===== config.mk =====
export PLATFORM = sky130hd
export DESIGN_NAME = fb_arbiter
export DESIGN_NICKNAME = d
export VERILOG_FILES = /design/src/rtl/fb_arbiter.sv
export SDC_FILE = /design/constraint.sdc
export NUM_CORES = 1
export LEC_CHECK = 0
export BUFFER_PORTS_ARGS = -buffer_cell sky130_fd_sc_hd__buf_2
export CAP_MARGIN = 20
export CORE_MARGIN = 2
export CORE_UTILIZATION = 55
export DETAILED_ROUTE_END_ITERATION = 10
export HOLD_SLACK_MARGIN = 0.05
export PLACE_DENSITY = 0.76
export SYNTH_ARGS = -nofsm -noshare
export SYNTH_HDL_FRONTEND = slang
export SYNTH_SLANG_ARGS = --single-unit

===== constraint.sdc =====
create_clock -name CLK_PIXEL -period 2.9 [get_ports CLK_PIXEL]
set_input_delay 0.145 -clock CLK_PIXEL [delete_from_list [all_inputs] [get_ports CLK_PIXEL]]
set_output_delay 0.145 -clock CLK_PIXEL [all_outputs]
set_load 0.05 [all_outputs]

===== src/rtl/fb_arbiter.sv =====
// fb_arbiter: single-port framebuffer arbiter for a character-cell display.
// Video fetches own fixed slots, one every 8 pixels plus one near end of line.
// CPU writes are queued in a small FIFO and drain in any cycle without a slot.
// Optional macro FB_READBACK_EN adds a CPU read port, serviced only when the
// FIFO is empty and no slot is due.
// Slot decisions are made one pixel early (PIXEL_X+1), so that the memory
// outputs are registered and still land in the slot cycle itself.
module fb_arbiter #(
  parameter int COLS       = 100,
  parameter int ROWS       = 75,
  parameter int H_TOTAL    = 1040,
  parameter int V_TOTAL    = 666,
  parameter int FIFO_DEPTH = 4
) (
  input  logic        CLK_PIXEL,
  input  logic        RESET_N,
  input  logic [10:0] PIXEL_X,
  input  logic [10:0] PIXEL_Y,
  input  logic        ON_SCREEN,
  input  logic        CPU_WR_VALID,
  output logic        CPU_WR_READY,
  input  logic [12:0] CPU_WR_ADDR,
  input  logic [1:0]  CPU_WR_DATA,
  output logic [12:0] FB_ADDR,
  output logic        FB_WE,
  output logic [1:0]  FB_WDATA,
  input  logic [1:0]  FB_RDATA,
  output logic [1:0]  CELL_INDEX,
  output logic        CELL_VALID,
  output logic        WR_ERR
`ifdef FB_READBACK_EN
  ,
  input  logic        CPU_RD_VALID,
  input  logic [12:0] CPU_RD_ADDR,
  output logic [1:0]  CPU_RD_DATA,
  output logic        CPU_RD_DONE
`endif
);

  localparam int CELLS = COLS * ROWS;
  localparam int AW    = $clog2(FIFO_DEPTH);
  localparam logic [AW:0] PTR_ONE = 1;

`ifdef FB_READBACK_EN
  typedef enum logic [1:0] {IDLE, VFETCH, CWRITE, CREAD} state_t;
`else
  typedef enum logic [1:0] {IDLE, VFETCH, CWRITE} state_t;
`endif

  state_t      state;
  logic [14:0] fifo_mem [FIFO_DEPTH];
  logic [AW:0] wptr, rptr;
  logic        ready_en;
  logic        fetch_d;

  // active-video flag carries no information the pixel counters lack
  logic unused_on_screen;
  assign unused_on_screen = ON_SCREEN;

  // ---------------- FIFO status ----------------
  logic        empty, full, push, wr_oor;
  logic [14:0] head;
  assign empty  = (wptr == rptr);
  assign full   = (wptr[AW] != rptr[AW]) && (wptr[AW-1:0] == rptr[AW-1:0]);
  assign CPU_WR_READY = ready_en && !full;
  assign push   = CPU_WR_VALID && CPU_WR_READY;
  assign wr_oor = (CPU_WR_ADDR >= 13'(CELLS));
  assign head   = fifo_mem[rptr[AW-1:0]];

  // ---------------- slot lookahead ----------------
  logic [10:0] nx, ny;
  logic [11:0] ncol, fcol;
  logic [7:0]  frow;
  logic        eol_slot, col_slot, fetch_next, load_pt;
  logic [12:0] fetch_addr;

  // classify the next pixel: column slot, end-of-line slot, or neither
  always_comb begin
    nx         = PIXEL_X + 11'd1;
    ny         = (PIXEL_Y == 11'(V_TOTAL - 1)) ? 11'd0 : PIXEL_Y + 11'd1;
    ncol       = (12'(nx) + 12'd2) >> 3;
    eol_slot   = (nx == 11'(H_TOTAL - 2));
    col_slot   = (nx[2:0] == 3'd6) && (32'(ncol) < COLS);
    frow       = eol_slot ? ny[10:3] : PIXEL_Y[10:3];
    fcol       = eol_slot ? 12'd0 : ncol;
    fetch_next = (eol_slot || col_slot) && (32'(frow) < ROWS);
    fetch_addr = 13'(32'(frow) * COLS + 32'(fcol));
    load_pt    = (PIXEL_X[2:0] == 3'd7) || (PIXEL_X == 11'(H_TOTAL - 1));
  end

`ifdef FB_READBACK_EN
  logic        rd_pend, rd_oor_q, rd_d, rd_oor;
  logic [12:0] rd_addr_q;
  assign rd_oor = (rd_addr_q >= 13'(CELLS));
`endif

  // FIFO storage; out-of-range writes never occupy an entry
  always_ff @(posedge CLK_PIXEL) begin
    if (push && !wr_oor) fifo_mem[wptr[AW-1:0]] <= {CPU_WR_ADDR, CPU_WR_DATA};
  end

  // arbiter FSM: video slot first, then queued writes, then reads
  always_ff @(posedge CLK_PIXEL or negedge RESET_N) begin
    if (!RESET_N) begin
      state    <= IDLE;
      FB_ADDR  <= '0;
      FB_WE    <= 1'b0;
      FB_WDATA <= '0;
      wptr     <= '0;
      rptr     <= '0;
      ready_en <= 1'b0;
      WR_ERR   <= 1'b0;
`ifdef FB_READBACK_EN
      rd_pend   <= 1'b0;
      rd_addr_q <= '0;
      rd_oor_q  <= 1'b0;
`endif
    end else begin
      ready_en <= 1'b1;
      if (push) begin
        if (wr_oor) WR_ERR <= 1'b1;
        else        wptr   <= wptr + PTR_ONE;
      end
      if (fetch_next) begin
        state   <= VFETCH;
        FB_WE   <= 1'b0;
        FB_ADDR <= fetch_addr;
      end else if (!empty) begin
        state    <= CWRITE;
        FB_WE    <= 1'b1;
        FB_ADDR  <= head[14:2];
        FB_WDATA <= head[1:0];
        rptr     <= rptr + PTR_ONE;
      end
`ifdef FB_READBACK_EN
      else if (rd_pend) begin
        state    <= CREAD;
        FB_WE    <= 1'b0;
        FB_ADDR  <= rd_oor ? 13'd0 : rd_addr_q;
        rd_oor_q <= rd_oor;
        rd_pend  <= 1'b0;
        if (rd_oor) WR_ERR <= 1'b1;
      end
`endif
      else begin
        state <= IDLE;
        FB_WE <= 1'b0;
      end
`ifdef FB_READBACK_EN
      if (CPU_RD_VALID && !rd_pend) begin
        rd_pend   <= 1'b1;
        rd_addr_q <= CPU_RD_ADDR;
      end
`endif
    end
  end

  // fetch data arrives the cycle after VFETCH; present it at the cell boundary
  always_ff @(posedge CLK_PIXEL or negedge RESET_N) begin
    if (!RESET_N) begin
      fetch_d    <= 1'b0;
      CELL_INDEX <= '0;
      CELL_VALID <= 1'b0;
    end else begin
      fetch_d <= (state == VFETCH);
      if (load_pt) begin
        CELL_VALID <= fetch_d;
        CELL_INDEX <= fetch_d ? FB_RDATA : 2'd0;
      end
    end
  end

`ifdef FB_READBACK_EN
  // read data lands two cycles after CREAD, with a one-cycle done pulse
  always_ff @(posedge CLK_PIXEL or negedge RESET_N) begin
    if (!RESET_N) begin
      rd_d        <= 1'b0;
      CPU_RD_DONE <= 1'b0;
      CPU_RD_DATA <= '0;
    end else begin
      rd_d        <= (state == CREAD);
      CPU_RD_DONE <= rd_d;
      if (rd_d) CPU_RD_DATA <= rd_oor_q ? 2'd0 : FB_RDATA;
    end
  end
`endif

endmodule


==> results of run 1 <==
-- through the flow --
stage / total power, mW / worst slack (ps) / std cells / hold WS, ps
after CTS: 5.32 / -1750 / 762 / 367
after global routing: 5.83 / -1940 / 766 / 425
after floorplan: 3.60 / -2110 / 443 / -151
after detailed placement: 4.36 / -2400 / 720 / 222
after global placement: 4.26 / -2260 / 720 / 202
final: 5.58 / -1810 / 766 / 388
-- worst paths after layout --
| path | to | depth (start not counted) | startpoint |
|---|---|---|---|
| max | FB_ADDR[10] | 24 | PIXEL_X[1] |
| min | FB_ADDR[11] | 2 | RESET_N |
| max reg2reg | fifo_mem[3][11] | 6 | rptr[2] |
| min reg2reg | fetch_d | 1 | FB_WE |
| max in group asynchronous | rptr[0] | 2 | RESET_N |
| min in group CLK_PIXEL | CELL_INDEX[1] | 5 | PIXEL_X[2] |
-- power groups by stage --
stage | Combinational (mW) | Clock [mW] | Sequential, mW
final | 2.90 | 0.856 | 1.82
after global routing | 3.08 | 0.913 | 1.83
after CTS | 2.69 | 0.838 | 1.80
after detailed placement | 2.54 | 0 | 1.82
after global placement | 2.46 | 0 | 1.80
after floorplan | 1.42 | 0 | 2.18
-- area by class of cell --
cell class	count	area (sq um)	area share, %
Inverter	24	97.6	1.32
Clock inverter	7	72.6	0.981
Multi-Input combinational cell	315	3010	40.7
Timing Repair Buffer	193	1410	19.0
Tap cell	129	161	2.18
Clock buffer	9	124	1.67
Sequential cell	89	2530	34.2
-- layer usage --
metal	global-route usage [%]	wire length, um
met1	35.5	5760
met2	55.0	8270
met3	4.10	775
met4	11.3	594
met5	0	0
-- cell usage after synthesis, types with 9 or more instances --
library cell,n
edfxtp_1,60
ha_1,41
dfrtp_1,29
nand2_1,28
o21ai_0,28
inv_1,23
nor2_1,17
xnor2_1,17
mux4_2,15
xor2_1,15
a21oi_1,13
mux2i_1,11
clkbuf_1,9
-- critical path, delay by kind of cell --
kind / cells / cell delay (ps)
simple gates: 6 / 1390
fa+ha+maj: 7 / 1910
mux: 1 / 280
buf+inv: 5 / 460
compound gates: 5 / 780
-- sequential cells by signal (all words and copies together), names as in the netlist --
name / cells
ready_en: 1
CELL_VALID: 1
CELL_INDEX: 2
wptr: 3
FB_WE: 1
rptr: 3
fetch_d: 1
FB_WDATA: 2
state: 1
FB_ADDR: 13
fifo_mem: 60
WR_ERR: 1
-- cell families (layout without fill, tap and decap cells) --
kind of cell | Yosys count | after routing | synth area share, %
AND/OR/NAND/NOR | 114 | 114 | 11.7
flip-flops | 89 | 89 | 47.5
AO/OA/AOI/OAI | 86 | 86 | 10.7
adder cells (fa/ha/maj) | 45 | 45 | 11.1
buffers and inverters | 39 | 233 | 2.87
multiplexers | 37 | 37 | 10.7
XOR/XNOR | 32 | 32 | 5.26
other | 1 | 1 | 0.0704
-- what timing repair did --
item	4_1_cts	5_1_grt
pin swaps	23	5
setup endpoints to repair	20	20
endpoints found under the hold margin	92	0
hold buffers	19	0
cloned	1	0
buffers inserted	7	4
resized for setup	37	17
==> impl_metrics.json, run 1 <==
{
  "status": "complete, but fails checks",
  "violations": "negative setup slack",
  "cts_max_level": 3,
  "wire_per_inst_um": 20.1,
  "syn_avg_cell_area_sq_um": 12.0,
  "grt_pass1_vias": 4604,
  "ant_nets": 0,
  "totalWireLength_um": 15400,
  "place_congestion": 0.902,
  "cpMostUsedCell": "ha_4",
  "clk_pin_slew_ps": 100,
  "synth_top_area_share_pct": 33.8,
  "reg2reg_setup_slack_ps": 480,
  "cts_buffer_depth": 2,
  "die_w_um": 102,
  "p_per_area_mw_per_mm2": 754,
  "ys_seq_area_share_pct": 47.5,
  "first_iter_violations": 293,
  "drv_cap": 0,
  "die_area_sq_mm": 0.0105,
  "cp-end-kind": "flop",
  "die-height_um": 102,
  "cp.required_ps": 3150,
  "tightest_slew_ps": 765,
  "crit_type": "primary input to flop",
  "antennaDiodeCount": 0,
  "rsz0062_at_grt": "yes",
  "ir_worst_vdd_mv": 0.582,
  "grt-ovfl-total": 0,
  "nNetsFinal": 720,
  "synth_area_leaders": "edfxtp_1 34%, dfrtp_1 14%, ha_1 9.6%",
  "period_minus_slack_ps": 4710,
  "slowest_delay_ps": 560,
  "slew_headroom_pct": 48.9,
  "io_pins": 64,
  "cp.arrival_ps": 4970,
  "finalHoldViolations": 0,
  "clkPwrFrac_pct": 15.4,
  "p_int_mw": 3.21,
  "p_comb_share_pct": 52.1,
  "clock.fmax_mhz": 212,
  "fillerInstances": 546,
  "setup_ws_ps": -1810,
  "crit_chain": "buf_8 -> ha_4 -> ha_4 -> nand3b_1 -> mux2_4 -> a211o_1 -> or4_4 -> or2_4 -> o31ai_4 -> buf_6 -> ha_4 -> ha_4 -> ha_4 -> inv_4 -> fa_2 -> inv_2 -> ha_4 -> or2_4 -> nand2_4 -> o21bai_4 -> buf_6 -> and3_4 -> o21ai_2 -> o21ai_2",
  "layout_common_cells": "105 x buf_4, 60 x edfxtp_1, 60 x buf_2",
  "drt-vias-per-instance": 5.81,
  "hp-class": "primary input to asynchronous set/reset pin",
  "grtUsageTotal_pct": 29.9,
  "swShare_pct": 42.5,
  "power_frac_seq_pct": 32.6,
  "cts.sinks": 89,
  "synth_cell_types": 63,
  "syn_inst": 443,
  "clk_latency_ps": 370,
  "synth-seq-cells": 89,
  "mostFrequentLayoutCell": "buf_4",
  "grt_pass1_wl_um": 23400,
  "synth_nets": 531,
  "placed_cell_area_sq_mm": 0.00668,
  "fin_area_sq_mm": 0.00740,
  "core_area_sq_mm": 0.00933,
  "power_leakage_nw": 3.14,
  "drt_pass1_iterations": 7,
  "antenna_found_initial": 0,
  "drc": 0,
  "dpl.hpwl_um": 9860,
  "slew_violations": 0,
  "p_switching_mw": 2.37,
  "fin_crit_sh_pct": 163,
  "cp-start-kind": "primary input",
  "path_max_fanout": 4,
  "core.rowCount": 35,
  "setup_tns_ps": -25190,
  "post-synth-top-area-cell": "edfxtp_1",
  "final_util_pct": 79.3,
  "skew_ps": 17.5,
  "netlist_area_sq_mm": 0.00533,
  "cts_tree": "done",
  "port_buffers": 62,
  "drive_above_1_share_pct": 43.8,
  "yosysWarnings": 0,
  "setup_viol": 20,
  "num_vias": 4447,
  "synth_edf_count": 60,
  "initial_utilization_pct": 57.1,
  "yosys_most_used_dff": "edfxtp_1",
  "syn2layout_area_growth_pct": 39.0,
  "async_flop_share_pct": 32.6,
  "cts_root_buffer": "clkbuf_8",
  "grt_max_degree": 30,
  "cts_buffers": 9,
  "crit_slowest_cell": "fa_2"
}
No activity file was read; power rests on OpenSTA's default activity.
==> run 2: changes to the inputs <==
- CORE_MARGIN: 2 -> default
- clock period: 2.9 -> 6 ns (I/O delays scaled with it)
==> impl_metrics.json, run 2 (synthesis results as in run 1) <==
{
  "rsz0062_at_grt": "no",
  "dpl.hpwl_um": 7800,
  "core_area_sq_mm": 0.00933,
  "rr_worst_depth": 5,
  "cp.required_ps": 6230,
  "cp-end-kind": "flop",
  "fillerInstances": 715,
  "post_cts_buffers": 0,
  "setup_viol": 0,
  "grt_max_degree": 30,
  "core.rowCount": 35,
  "grtUsageTotal_pct": 22.8,
  "fin_area_sq_mm": 0.00598,
  "grt_pass1_wl_um": 17600,
  "path_max_fanout": 7,
  "crit_type": "primary input to flop",
  "holdWs_ps": 167,
  "cts_buffer_depth": 2,
  "place_congestion": 0.853,
  "syn2layout_area_growth_pct": 12.4,
  "slew_headroom_pct": 43.6,
  "largest_reg_flops": 60,
  "die_area_sq_mm": 0.0101,
  "first_iter_violations": 140,
  "layout_common_cells": "62 x buf_2, 60 x edfxtp_1, 41 x ha_1",
  "final_util_pct": 64.2,
  "cp_num_buf_inv": 4,
  "drc": 0,
  "cts_buffers": 9,
  "initial_utilization_pct": 57.1,
  "setup_tns_ps": 0,
  "clk_pin_slew_ps": 90,
  "drv_cap": 0,
  "wire_per_inst_um": 16.3,
  "drive_above_1_share_pct": 23.2,
  "crit_family": "adder cells",
  "skew_ps": 8.15,
  "cts_tree": "done",
  "cts_root_buffer": "clkbuf_8",
  "worst-path-stages": 23,
  "cts.sinks": 89,
  "p_per_area_mw_per_mm2": 378,
  "tightest_slew_ps": 846,
  "die-height_um": 100,
  "nNetsFinal": 597,
  "drt-vias-per-instance": 5.76,
  "cpMostUsedCell": "ha_1",
  "fin_crit_sh_pct": 92.0,
  "status": "completed",
  "cts_resized": 0,
  "clk_latency_ps": 340,
  "antenna_found_initial": 0,
  "hold_depth": 1,
  "totalWireLength_um": 10500,
  "power_leakage_nw": 2.49,
  "ant_nets": 0,
  "cp.arrival_ps": 5750,
  "grt_pass1_vias": 3717,
  "num_vias": 3701,
  "ir_worst_vdd_mv": 0.284,
  "cts_max_level": 3,
  "finalHoldViolations": 0,
  "mostFrequentLayoutCell": "buf_2",
  "slew_violations": 0,
  "drt_pass1_iterations": 5,
  "cp-start-kind": "primary input",
  "antennaDiodeCount": 0,
  "crit_slowest_cell": "or4_4",
  "slowest_delay_ps": 570,
  "grt-ovfl-total": 0,
  "hp-class": "primary input to flop",
  "port_buffers": 62,
  "io_pins": 64,
  "period_minus_slack_ps": 5520,
  "die_w_um": 100,
  "placed_cell_area_sq_mm": 0.00578,
  "clock.fmax_mhz": 181,
  "crit_chain": "buf_2 -> ha_1 -> ha_1 -> nand3_1 -> mux2_2 -> a211o_1 -> or4_4 -> or2_1 -> o31ai_1 -> buf_4 -> ha_1 -> ha_1 -> ha_1 -> inv_1 -> fa_1 -> inv_1 -> ha_1 -> or2_2 -> nand2_1 -> o21bai_1 -> and3_1 -> o21a_1 -> o31a_1"
}
==> run 2: area by class of cell <==
type                       count  area, sq um  area share, %
multi-input combinational    315         2650           44.2
timing repair buffer          70          378           6.31
inverter                      24         90.1           1.51
sequential                    89         2530           42.2
clock inverter                 4         27.5          0.460
clock buffer                  12          155           2.59
tap                          129          161           2.70
==> run 2: timing repair <==
item / in CTS / in global routing
endpoints found under the hold margin: 29 / 0
endpoints found under the setup margin: 0 / 0
hold buffers: 1 / 0
==> run 2: stage by stage <==
step                      setup slack (ps)  power, mW  cells
final                                  478       2.26    643
after global routing                   221       2.41    643
after CTS                              502       2.28    642
after detailed placement               143       1.91    625
after global placement                 199       1.87    625
after floorplan                        405       1.66    443
==> run 2: layer usage <==
layer / track usage [%] / routed length [um] / vias up
li1: - / - / 1792
met3: 3.34 / 472 / 17
met2: 38.7 / 5210 / 99
met5: 0 / 0 / -
met4: 8.47 / 229 / 0
met1: 29.8 / 4540 / 1793
==> run 2: power by group <==
group          switching (mW)  internal (mW)
logic                   0.617          0.397
registers              0.0865          0.791
clock network           0.197          0.174
total                   0.901           1.36
==> run 2: path summary, 6_finish.rpt <==
check / slack, ps / from / endpoint
min: 170 / CPU_WR_DATA[1] / fifo_mem[2][1]
min in group asynchronous: 550 / RESET_N / FB_ADDR[0]
max: 480 / PIXEL_X[0] / FB_ADDR[12]
max reg2reg: 3160 / rptr[1] / fifo_mem[1][3]
max in group asynchronous: 4990 / RESET_N / FB_ADDR[7]
min reg2reg: 440 / FB_WE / fetch_d
==> run 3: changes to the inputs <==
- RECOVER_POWER: default -> 50
==> impl_metrics.json, run 3 (synthesis results as in run 1) <==
{
  "totalWireLength_um": 10500,
  "crit_slowest_cell": "or4_4",
  "status": "complete, but fails checks",
  "rsz0062_at_grt": "no",
  "crit_family": "adder cells",
  "cts_tree": "done",
  "first_iter_violations": 155,
  "antenna_found_initial": 0,
  "core_area_sq_mm": 0.00933,
  "grt_pass1_vias": 3717,
  "slowest_delay_ps": 570,
  "path_max_fanout": 7,
  "clock.fmax_mhz": 181,
  "nNetsFinal": 597,
  "post_cts_buffers": 0,
  "hp-class": "primary input to flop",
  "io_pins": 64,
  "mostFrequentLayoutCell": "edfxtp_1",
  "drt_pass1_iterations": 4,
  "crit_type": "primary input to flop",
  "grtUsageTotal_pct": 22.8,
  "power_leakage_nw": 2.42,
  "violations": "max-capacitance violations, max-slew violations",
  "cp-start-kind": "primary input",
  "fin_area_sq_mm": 0.00595,
  "p_total_mw": 2.26,
  "final_util_pct": 63.8,
  "clk_latency_ps": 340,
  "cp-end-kind": "flop",
  "layout_common_cells": "60 x edfxtp_1, 41 x ha_1, 37 x buf_2",
  "largest_reg_flops": 60,
  "grt_pass1_wl_um": 17600,
  "cp_num_buf_inv": 4,
  "hold_depth": 2,
  "cpMostUsedCell": "ha_1",
  "holdWs_ps": 206,
  "place_congestion": 0.853,
  "die_w_um": 100,
  "drv_cap": 1,
  "ir_worst_vdd_mv": 0.286,
  "drc": 0,
  "wire_per_inst_um": 16.3,
  "rr_endpoint": "fifo_mem[3][8]",
  "grt-ovfl-total": 0,
  "slew_headroom_pct": -16.9,
  "setup_viol": 0,
  "setup_tns_ps": 0,
  "port_buffers": 62,
  "fin_crit_sh_pct": 92.1,
  "ant_nets": 0,
  "slew_violations": 30,
  "final_cells": 643,
  "clk_pin_slew_ps": 80,
  "drive_above_1_share_pct": 18.3,
  "timing.hold.worst.start": "CPU_WR_VALID",
  "die-height_um": 100,
  "skew_ps": 7.75,
  "cts_buffers": 9,
  "cts_max_level": 3,
  "rr_worst_depth": 5,
  "cts_buffer_depth": 2,
  "syn2layout_area_growth_pct": 11.8,
  "period_minus_slack_ps": 5530,
  "cts_root_buffer": "clkbuf_8",
  "antennaDiodeCount": 0,
  "dp.cells": 625,
  "cp.arrival_ps": 5760,
  "die_area_sq_mm": 0.0101,
  "drt-vias-per-instance": 5.73,
  "placed_cell_area_sq_mm": 0.00578,
  "cp.required_ps": 6230,
  "pre_cts_ws_ps": 143,
  "cts_resized": 0,
  "worstReg2RegStart": "rptr[1]",
  "crit_chain": "buf_2 -> ha_1 -> ha_1 -> nand3_1 -> mux2_2 -> a211o_1 -> or4_4 -> or2_1 -> o31ai_1 -> buf_4 -> ha_1 -> ha_1 -> ha_1 -> inv_1 -> fa_1 -> inv_1 -> ha_1 -> or2_2 -> nand2_1 -> o21bai_1 -> and3_1 -> o21a_1 -> o31a_1",
  "setup_ws_ps": 471,
  "hold_end": "WR_ERR",
  "grt_max_degree": 30,
  "finalHoldViolations": 0,
  "core.rowCount": 35,
  "p_per_area_mw_per_mm2": 379,
  "dpl.hpwl_um": 7800,
  "num_vias": 3683,
  "tightest_slew_ps": 1750,
  "cts.sinks": 89,
  "initial_utilization_pct": 57.1,
  "reg2reg_setup_slack_ps": 3160
}
==> run 3: area by class of cell <==
class	instances	area, sq um
inverters	24	90.1
multi-input cells	315	2650
well taps	129	161
clock inverters	4	27.5
clock buffers	12	155
repair buffers	70	347
fillers	723	3370
flip-flops and latches	89	2530
==> run 3: worst register-to-register path, stage by stage, from the launching register on <==
cell     delay (ps)
dfrtp_1         850
xor2_1          270
o31a_1          230
nand2_1          70
nor2_1          290
and2_1          750
==> run 3: repair_timing <==
action,in CTS,in global routing
hold endpoints to repair,29,0
setup endpoints to repair,0,0
hold buffers,1,0
==> run 3: how the worst max path moves through the flow <==
| stage | start | end | slack, ps | cells after the start |
|---|---|---|---|---|
| after detailed placement | PIXEL_X[0] | FB_ADDR[12] | 140 | 23 |
| final | PIXEL_X[0] | FB_ADDR[12] | 470 | 23 |
| after CTS | PIXEL_X[0] | FB_ADDR[12] | 500 | 23 |
| after global placement | PIXEL_X[0] | FB_ADDR[12] | 200 | 21 |
| after global routing | PIXEL_X[0] | FB_ADDR[12] | 220 | 21 |
| after floorplan | PIXEL_X[0] | FB_ADDR[12] | 400 | 20 |
==> run 3: where the power goes <==
part	switching (mW)	internal, mW	total, mW
logic	0.617	0.389	1.01
registers	0.0869	0.791	0.878
clock network	0.197	0.174	0.370
==> run 3: per-layer routing <==
| metal | track usage [%] | wire (um) |
|---|---|---|
| met2 | 38.7 | 5230 |
| met3 | 3.34 | 468 |
| met4 | 8.47 | 229 |
| met5 | 0 | 0 |
| met1 | 29.8 | 4540 |
